--- src/rtl/tx_sched.sv ---
// -----------------------------------------------------------------------------
// tx_sched : transmit frame scheduler for the VLC symbol encoder
//
// Owns a two-bank ping-pong TX frame buffer. The host fills bank `wp` and
// commits it. The scheduler then drains bank `rp` one frame at a time. For each
// frame it pulses the encoder reset, generates the symbol-rate `next` strobe and
// serves buffer bytes at the encoder's read address. A frame ends in one of
// three ways:
//   - normally, GUARD_SYMS strobes after the encoder reports EV_COMPLETE;
//   - on an abort command;
//   - on a symbol timeout (MAX_SYMS strobes without completion).
//
// Parameters
//   SYM_DIV      clock cycles per symbol (period of o_enc_next, >= 4)
//   GUARD_SYMS   strobes issued after the completion event (>= 1)
//   MAX_SYMS     symbol timeout per frame
//   EV_COMPLETE  encoder event code meaning "frame complete"
//
// Ports
//   clk, reset              clock, synchronous active-high reset
//   i_wr_en/addr/data       host byte writes into the fill bank (addr 0 = length)
//   i_commit                pulse: fill bank ready to send
//   i_abort                 pulse: abort the frame in flight
//   o_buf_full              both banks hold committed frames
//   o_commit_err            pulse: commit rejected (full or length < 2)
//   o_busy                  a frame is in flight
//   o_tx_done, o_tx_aborted end-of-frame pulse and its abort/timeout flag
//   o_enc_reset, o_enc_next encoder reset and symbol strobe
//   i_enc_addr, o_enc_byte  encoder read port (1-cycle latency, bank rp)
//   i_enc_ev, i_enc_ev_sig  encoder event code and change strobe
// -----------------------------------------------------------------------------
module tx_sched #(
  parameter int         SYM_DIV     = 100,
  parameter int         GUARD_SYMS  = 2,
  parameter int         MAX_SYMS    = 1200,
  parameter logic [2:0] EV_COMPLETE = 3'd4
) (
  input  logic       clk,
  input  logic       reset,
  input  logic       i_wr_en,
  input  logic [6:0] i_wr_addr,
  input  logic [7:0] i_wr_data,
  input  logic       i_commit,
  input  logic       i_abort,
  output logic       o_buf_full,
  output logic       o_commit_err,
  output logic       o_busy,
  output logic       o_tx_done,
  output logic       o_tx_aborted,
  output logic       o_enc_reset,
  output logic       o_enc_next,
  input  logic [6:0] i_enc_addr,
  output logic [7:0] o_enc_byte,
  input  logic [2:0] i_enc_ev,
  input  logic       i_enc_ev_sig
);

  localparam int DIV_W = $clog2(SYM_DIV);
  localparam int SYM_W = $clog2(MAX_SYMS + 1);
  localparam int GRD_W = $clog2(GUARD_SYMS + 1);

  localparam logic [DIV_W-1:0] DIV_LAST  = DIV_W'(SYM_DIV - 1);
  localparam logic [DIV_W-1:0] DIV_PRE   = DIV_W'(SYM_DIV - 2);
  localparam logic [SYM_W-1:0] SYM_LIMIT = SYM_W'(MAX_SYMS);
  localparam logic [GRD_W-1:0] GRD_LAST  = GRD_W'(GUARD_SYMS - 1);

  typedef enum logic [2:0] {
    S_IDLE  = 3'd0,
    S_RST   = 3'd1,
    S_RUN   = 3'd2,
    S_GUARD = 3'd3,
    S_END   = 3'd4
  } state_t;

  // Buffer bookkeeping
  logic [7:0]      mem0_r [0:127];
  logic [7:0]      mem1_r [0:127];
  logic [1:0][6:0] len_r;
  logic            wp_r;
  logic            rp_r;
  logic [1:0]      count_r;
  logic            commit_err_r;
  logic            buf_full_r;
  logic [7:0]      enc_byte_r;

  // Sequencer
  state_t          state_r;
  logic [DIV_W-1:0] div_r;
  logic [SYM_W-1:0] symcnt_r;
  logic [GRD_W-1:0] guard_r;
  logic            enc_reset_r;
  logic            enc_next_r;
  logic            busy_r;
  logic            tx_done_r;
  logic            tx_aborted_r;

  // Combinational decisions
  logic            release_s;
  logic            len_ok_s;
  logic            commit_ok_s;
  logic            ev_complete_s;
  logic [1:0]      count_next_s;

  // Commit acceptance and next buffer count (commit and release may coincide)
  always_comb begin
    release_s     = (state_r == S_END);
    len_ok_s      = (len_r[wp_r] >= 7'd2);
    // The full check deliberately uses the count before any same-cycle release
    commit_ok_s   = i_commit && (count_r != 2'd2) && len_ok_s;
    ev_complete_s = i_enc_ev_sig && (i_enc_ev == EV_COMPLETE);
    case ({commit_ok_s, release_s})
      2'b10:   count_next_s = count_r + 2'd1;
      2'b01:   count_next_s = count_r - 2'd1;
      default: count_next_s = count_r;
    endcase
  end

  // Bank pointers, frame count, per-bank length and commit status
  always_ff @(posedge clk) begin
    if (reset) begin
      wp_r         <= 1'b0;
      rp_r         <= 1'b0;
      count_r      <= 2'd0;
      len_r        <= '0;
      commit_err_r <= 1'b0;
      buf_full_r   <= 1'b0;
    end else begin
      if (i_wr_en && (i_wr_addr == 7'd0)) begin
        len_r[wp_r] <= i_wr_data[6:0];
      end
      commit_err_r <= i_commit && !commit_ok_s;
      if (commit_ok_s) begin
        wp_r <= ~wp_r;
      end
      if (release_s) begin
        rp_r <= ~rp_r;
      end
      count_r    <= count_next_s;
      buf_full_r <= (count_next_s == 2'd2);
    end
  end

  // Host write port: writes always land in the fill bank, including during a commit
  always_ff @(posedge clk) begin
    if (i_wr_en) begin
      if (wp_r) begin
        mem1_r[i_wr_addr] <= i_wr_data;
      end else begin
        mem0_r[i_wr_addr] <= i_wr_data;
      end
    end
  end

  // Encoder read port: registered byte from the transmit bank
  always_ff @(posedge clk) begin
    if (reset) begin
      enc_byte_r <= 8'd0;
    end else begin
      enc_byte_r <= rp_r ? mem1_r[i_enc_addr] : mem0_r[i_enc_addr];
    end
  end

  // Frame sequencer: encoder reset, symbol divider, completion/abort/timeout
  always_ff @(posedge clk) begin
    if (reset) begin
      state_r      <= S_IDLE;
      div_r        <= '0;
      symcnt_r     <= '0;
      guard_r      <= '0;
      enc_reset_r  <= 1'b1;
      enc_next_r   <= 1'b0;
      busy_r       <= 1'b0;
      tx_done_r    <= 1'b0;
      tx_aborted_r <= 1'b0;
    end else begin
      tx_done_r    <= 1'b0;
      tx_aborted_r <= 1'b0;
      case (state_r)
        S_IDLE: begin
          // Encoder stays in reset while idle so it sits quiescent
          enc_reset_r <= 1'b1;
          enc_next_r  <= 1'b0;
          div_r       <= '0;
          symcnt_r    <= '0;
          guard_r     <= '0;
          if (count_r != 2'd0) begin
            state_r <= S_RST;
            busy_r  <= 1'b1;
          end else begin
            busy_r  <= 1'b0;
          end
        end
        S_RST: begin
          div_r    <= '0;
          symcnt_r <= '0;
          if (i_abort) begin
            state_r      <= S_END;
            tx_done_r    <= 1'b1;
            tx_aborted_r <= 1'b1;
          end else begin
            state_r     <= S_RUN;
            enc_reset_r <= 1'b0;
          end
        end
        S_RUN, S_GUARD: begin
          // Divider runs through RUN and GUARD without a phase break;
          // the strobe is registered one count ahead so it lines up with DIV_LAST
          div_r      <= (div_r == DIV_LAST) ? '0 : div_r + DIV_W'(1);
          enc_next_r <= (div_r == DIV_PRE);
          if (i_abort) begin
            state_r      <= S_END;
            enc_next_r   <= 1'b0;
            tx_done_r    <= 1'b1;
            tx_aborted_r <= 1'b1;
          end else if (state_r == S_RUN) begin
            if (enc_next_r) begin
              symcnt_r <= symcnt_r + SYM_W'(1);
            end
            if (ev_complete_s) begin
              state_r <= S_GUARD;
              guard_r <= '0;
            end else if (symcnt_r == SYM_LIMIT) begin
              state_r      <= S_END;
              enc_next_r   <= 1'b0;
              tx_done_r    <= 1'b1;
              tx_aborted_r <= 1'b1;
            end else begin
              state_r <= S_RUN;
            end
          end else begin
            if (enc_next_r) begin
              if (guard_r == GRD_LAST) begin
                state_r      <= S_END;
                enc_next_r   <= 1'b0;
                tx_done_r    <= 1'b1;
                tx_aborted_r <= 1'b0;
              end else begin
                guard_r <= guard_r + GRD_W'(1);
              end
            end
          end
        end
        S_END: begin
          // Bank release happens in the buffer block; restart is decided in IDLE
          state_r     <= S_IDLE;
          busy_r      <= 1'b0;
          enc_reset_r <= 1'b1;
          enc_next_r  <= 1'b0;
        end
        default: begin
          state_r     <= S_IDLE;
          busy_r      <= 1'b0;
          enc_reset_r <= 1'b1;
          enc_next_r  <= 1'b0;
        end
      endcase
    end
  end

  assign o_buf_full   = buf_full_r;
  assign o_commit_err = commit_err_r;
  assign o_busy       = busy_r;
  assign o_tx_done    = tx_done_r;
  assign o_tx_aborted = tx_aborted_r;
  assign o_enc_reset  = enc_reset_r;
  assign o_enc_next   = enc_next_r;
  assign o_enc_byte   = enc_byte_r;

endmodule

--- config.mk ---
export PLATFORM = sky130hd
export DESIGN_NAME = tx_sched
export DESIGN_NICKNAME = d
export VERILOG_FILES = /design/src/rtl/tx_sched.sv
export SDC_FILE = /design/constraint.sdc
export NUM_CORES = 2
export LEC_CHECK = 0
export BUFFER_PORTS_ARGS = -buffer_cell sky130_fd_sc_hd__buf_2
export CORE_MARGIN = 1.5
export CORE_UTILIZATION = 36
export CTS_BUF_LIST = sky130_fd_sc_hd__clkbuf_8 sky130_fd_sc_hd__clkbuf_16
export CTS_CLUSTER_DIAMETER = 200
export DETAILED_ROUTE_END_ITERATION = 10
export MAX_ROUTING_LAYER = met4
export PLACE_DENSITY = 0.56
export SETUP_SLACK_MARGIN = 0.15
export SLEW_MARGIN = 15
export SYNTH_ARGS = -nofsm -noshare
export SYNTH_HDL_FRONTEND = slang
export SYNTH_SLANG_ARGS = --single-unit
export TNS_END_PERCENT = 1
--- constraint.sdc ---
create_clock -name clk -period 2.95 [get_ports clk]
set_input_delay 0.59 -clock clk [delete_from_list [all_inputs] [get_ports clk]]
set_output_delay 0.59 -clock clk [all_outputs]
set_load 0.01 [all_outputs]
# Word-level counts from Yosys, hierarchy flattened
# Memory sizes are Yosys's and may differ from the RTL's.
# Cells that the tools add are included.
# W data, S select, Z words.
[totals]
regBits = 56
mem_bits_rw = 2048
input_bits = 31
out_inout_bits = 15
word_cells = 128
mem_count = 2
[memory_table]
columns = ["memory", "words", "width", "read_ports", "rd_ports_with_merged_regs", "wr", "line", "rtl"]
rows = [
  ["mem0_r", 128, 8, 1, 0, 1, "76", "logic [7:0] mem0_r [0:127];"],
  ["mem1_r", 128, 8, 1, 0, 1, "77", "logic [7:0] mem1_r [0:127];"],
]
[classes]
add_sub_neg = 5
n_lt_le_gt_ge = 3
eq_ne = 23
muxes = 56
n_bitwise = 3
reduce_logical = 19
[ops]
columns = ["operator", "count"]
rows = [
  ["$mux W11", 3],
  ["$mux W7", 4],
  ["$mux W3", 8],
  ["$mux W1", 23],
  ["$pmux W11 S2", 1],
  ["$bwmux W14", 1],
  ["$eq A7 B7 Y1 const B", 2],
  ["$pmux W7 S2", 1],
  ["$ne A2 B2 Y1 const B", 6],
  ["$add A11 B1 Y11 const B", 1],
  ["$eq A11 B11 Y1 const B", 1],
  ["$mux W2", 5],
  ["$pmux W1 S2", 5],
  ["$ne A3 B3 Y1 const B", 3],
  ["$pmux W3 S3", 1],
  ["$mux W8", 1],
  ["$ne A4 B4 Y1 const B", 2],
  ["$pmux W2 S2", 2],
  ["$add A7 B1 Y7 const B", 1],
  ["$demux W7 S1", 1],
  ["$ge A7 B2 Y1 const B", 1],
  ["$logic_not A7 Y1", 1],
  ["$eq A3 B2 Y1 const B", 2],
  ["$eq A3 B3 Y1 const B", 2],
  ["18 further kinds", 31],
]

# Depth between registers and ports, before layout
[depth]
ltp_word = 7
depth_mapped = 13

# Worst setup path after synthesis
# Ideal clock, no wire load.
[synth_timing]
path_type = "in2reg"
from = "input port i_enc_addr[0]"
to = "register enc_byte_r[5] (netlist: o_enc_byte[5])"
setup_time_ps = 119
arrival_ps = 2428
required_ps = 2831
path_slack_ps = 403
stages = 8
cell_sequence = "buf_6 -> buf_8 -> buf_2 -> mux4_2 -> a2111oi_0 -> a22oi_1 -> o221ai_1 -> o21ai_1"
[synth_via]
elab_chain_cells = 2
[synth_lines]
columns = ["element", "line", "rtl"]
rows = [
  ["from (decl)", "52", "input logic [6:0] i_enc_addr,"],
  ["$mem_v2 Z128 W8, on equally long branches", "-", ""],
  ["$mux W8 *", "159", "enc_byte_r <= rp_r ? mem1_r[i_enc_addr] : mem0_r[i_enc_addr];"],
  ["to (signal assigned)", "159", ""],
  ["to (decl)", "84", "logic [7:0] enc_byte_r;"],
]
# Every way passes the cells marked *; elsewhere a longest branch is shown, timed or not.
# A chain may end at the register's enable or synchronous reset.

# Worst setup path in the final report
[layout_timing]
from = "input port i_enc_addr[0]"
to = "register enc_byte_r[4] (netlist: o_enc_byte[4])"
# Same word-level chain as after synthesis.

==> flow_metrics.tcl <==
set metrics [dict create \
    drc 0 \
    slew_headroom 0.314 \
    viasPerCell 5.41 \
    cts_resized 0 \
    fmax_mhz 370 \
    wl_um 225000 \
    cp_data_arrival_time_ns 3.41 \
    fin_crit_sh 0.916 \
    placed_area_mm2 0.0913 \
    synthArstFlopShare 0 \
    crit_path_start_kind "primary input" \
    clock-sinks 2102 \
    post_cts.repair.setup_buffers 0 \
    power_density_mw_per_mm2 638 \
    dr.pass1.iters 6 \
    regArea_mm2 0.0626 \
    ant_nets 0 \
    maxCapViolations 0 \
    critPathMaxFanout 14 \
    wl_per_cell_um 27.9 \
    fill_cells 19700 \
    dieArea_mm2 0.231 \
    finalCriticalPeriod_ns 2.70 \
    stdcell_area_mm2 0.0981 \
    postSynthAreaPerCell_um2 20.0 \
    rows 175 \
    cts_tree "done" \
    chipHeight_um 481 \
    leakagePower_nw 32.4 \
    grt_max_degree 105 \
    power_mw 62.6 \
    first_global_vias 43800 \
    synth_simple_gate_area_frac 0.0317 \
    synth_edf_count 2048 \
    drive_above_1_share 0.296 \
    hold_class "primary input to flop" \
    multiInputGateArea_mm2 0.0180 \
    synth-xor-area-share 0.00202 \
    critical_path_class "primary input to flop" \
    critical_path_required_ns 3.66 \
    ys_types 75 \
    outcome "finished, final reports clean" \
    clock_latency_ns 0.86 \
    syn_to_final_growth_pct 19.2 \
    drv_slew 0 \
    routabilityCongestion 0.860 \
    muxShareOfSynthArea 0.145 \
    port_buffers 45 \
    num_io_pins 46 \
    syn_area_mm2 0.0823 \
    synth_compound_area_frac 0.0386 \
    cts-root-buf "clkbuf_16" \
    antenna_found_initial 18 \
    clock_path_buffers 3 \
    yosysWarningCount 0 \
    cp-startpoint "i_enc_addr[0]" \
    vias 43600 \
    utilization 0.432 \
    cts_buffers 214 \
    grt-ovfl-total 0 \
    tightestPinTransition_ns 1.03 \
    final_hold_viol_count 0 \
    htree_levels 4 \
    start_util 0.362 \
    peakVddDrop_uv 659 \
    synthAdderAreaFrac 0.000912 \
    final_cell_mix "2048 x edfxtp_1, 673 x buf_4, 372 x mux4_2" \
    grt_usage 0.200 \
    synth_flop_cell "edfxtp_1" \
    nNetsFinal 4917 \
    synth_top_family_by_area "multiplexers" \
    ys_seq_area_frac 0.761 \
    min_from "i_abort" \
    first_iter_violations 4879 \
    die_x_um 481 \
    end_kind "flop" \
    tns_ns 0 \
    clk_pin_slew_ns 0.06 \
    layout_commonest_cell "edfxtp_1" \
    core_area_mm2 0.227 \
    syn_nets 4150 \
    synth.ff_latch_count 2102 \
    grt_pass1_wl_um 323000 \
    postSynthCellCount 4113 \
    dp_hpwl_um 149000 \
    fin_worst_skew_ns 0.0451 \
    r2r_start "mem1_r[5][4]" \
    grt_setup_unrepaired "no" \
    setup_viol 0 \
    ctsHoldBuffers 1 \
]
[logic make-up (layout without fill, tap and decap cells)]
kind of cell / Yosys count / in the layout
AOI/OAI and AO/OA: 453 / 453
xor gates and xnor gates: 19 / 19
adders and majority gates: 6 / 6
buffers and inverters: 260 / 1197
DFF: 2102 / 2102
muxes: 667 / 667
other: 0 / 4
and+or+nand+nor: 606 / 606
[worst max-delay path: stages]
cell and delay [ns]:
buf_8 0.22, buf_12 0.23, buf_12 0.20, mux4_1 0.63, mux4_2 0.52, o22ai_1 0.42
buf_4 0.19, or4_1 0.20, o22ai_1 0.12
[Yosys cell counts, drive strengths merged (11+ instances only)]
cell | count | area share
edfxtp | 2048 | 0.75
mux4 | 408 | 0.11
nor2 | 345 | 0.016
mux2i | 247 | 0.030
buf | 138 | 0.015
nand2 | 114 | 0.0052
clkbuf | 104 | 0.0051
o221ai | 89 | 0.0096
o21ai | 73 | 0.0044
a21oi | 69 | 0.0042
a22oi | 67 | 0.0061
o22ai | 62 | 0.0048
dfxtp | 54 | 0.013
nand3 | 38 | 0.0023
nand4 | 23 | 0.0017
nor3 | 23 | 0.0014
a211oi | 16 | 0.0015
inv | 15 | 0.00068
nor2b | 13 | 0.00099
a2111oi | 12 | 0.0015
a31oi | 12 | 0.00091
mux2 | 12 | 0.0016
xor2 | 12 | 0.0013
a221oi | 11 | 0.0012
[flip-flops by register name, indices dropped and copies added (netlist names), 2 cells and up]
register / flops
guard_r: 2
symcnt_r: 11
div_r: 7
mem1_r: 1024
count_r: 2
mem0_r: 1024
state_r: 3
len_r: 12
o_enc_byte: 8
[layout make-up]
| class | count | area share |
|---|---|---|
| multi-input combinational | 1751 | 0.183 |
| clock buffer | 216 | 0.0551 |
| clock inverter | 170 | 0.0140 |
| sequential | 2102 | 0.638 |
| tap | 3009 | 0.0384 |
| antenna | 4 | 0.000102 |
| timing repair buffer | 794 | 0.0704 |
| inverter | 17 | 0.000689 |
[power by group]
group          internal, mW  total [mW]  switching [mW]
clock                  14.8        26.3            11.4
sequential             32.8        32.9          0.0500
combinational          1.35        3.45            2.10
[layer usage]
layer / vias to the layer above / GRT usage / wire length, um
met2: 1678 / 0.313 / 109000
met4: 0 / 0.0535 / 5640
met1: 23000 / 0.272 / 95100
li1: 18600 / - / -
met5: - / - / 0
met3: 309 / 0.0312 / 15600
[metrics by stage]
step                      setup WS [ns]  hold WS, ns  std cells
final                             0.249       0.0666       8063
after global routing              0.241       0.0596       8062
after CTS                         0.322      0.00433       8059
after detailed placement         -0.570        0.447       7672
after global placement           -0.612        0.434       7672
after floorplan                   0.403        0.422       4113
[final timing paths]
check        depth (start not counted)  slack (ns)             to
max                                  9        0.25  o_enc_byte[4]
min                                  3        0.07    o_enc_reset
max reg2reg                          6        0.38  o_enc_byte[4]
min reg2reg                          2        0.45       len_r[2]
Note: power is estimated with default switching activity, not from simulation.
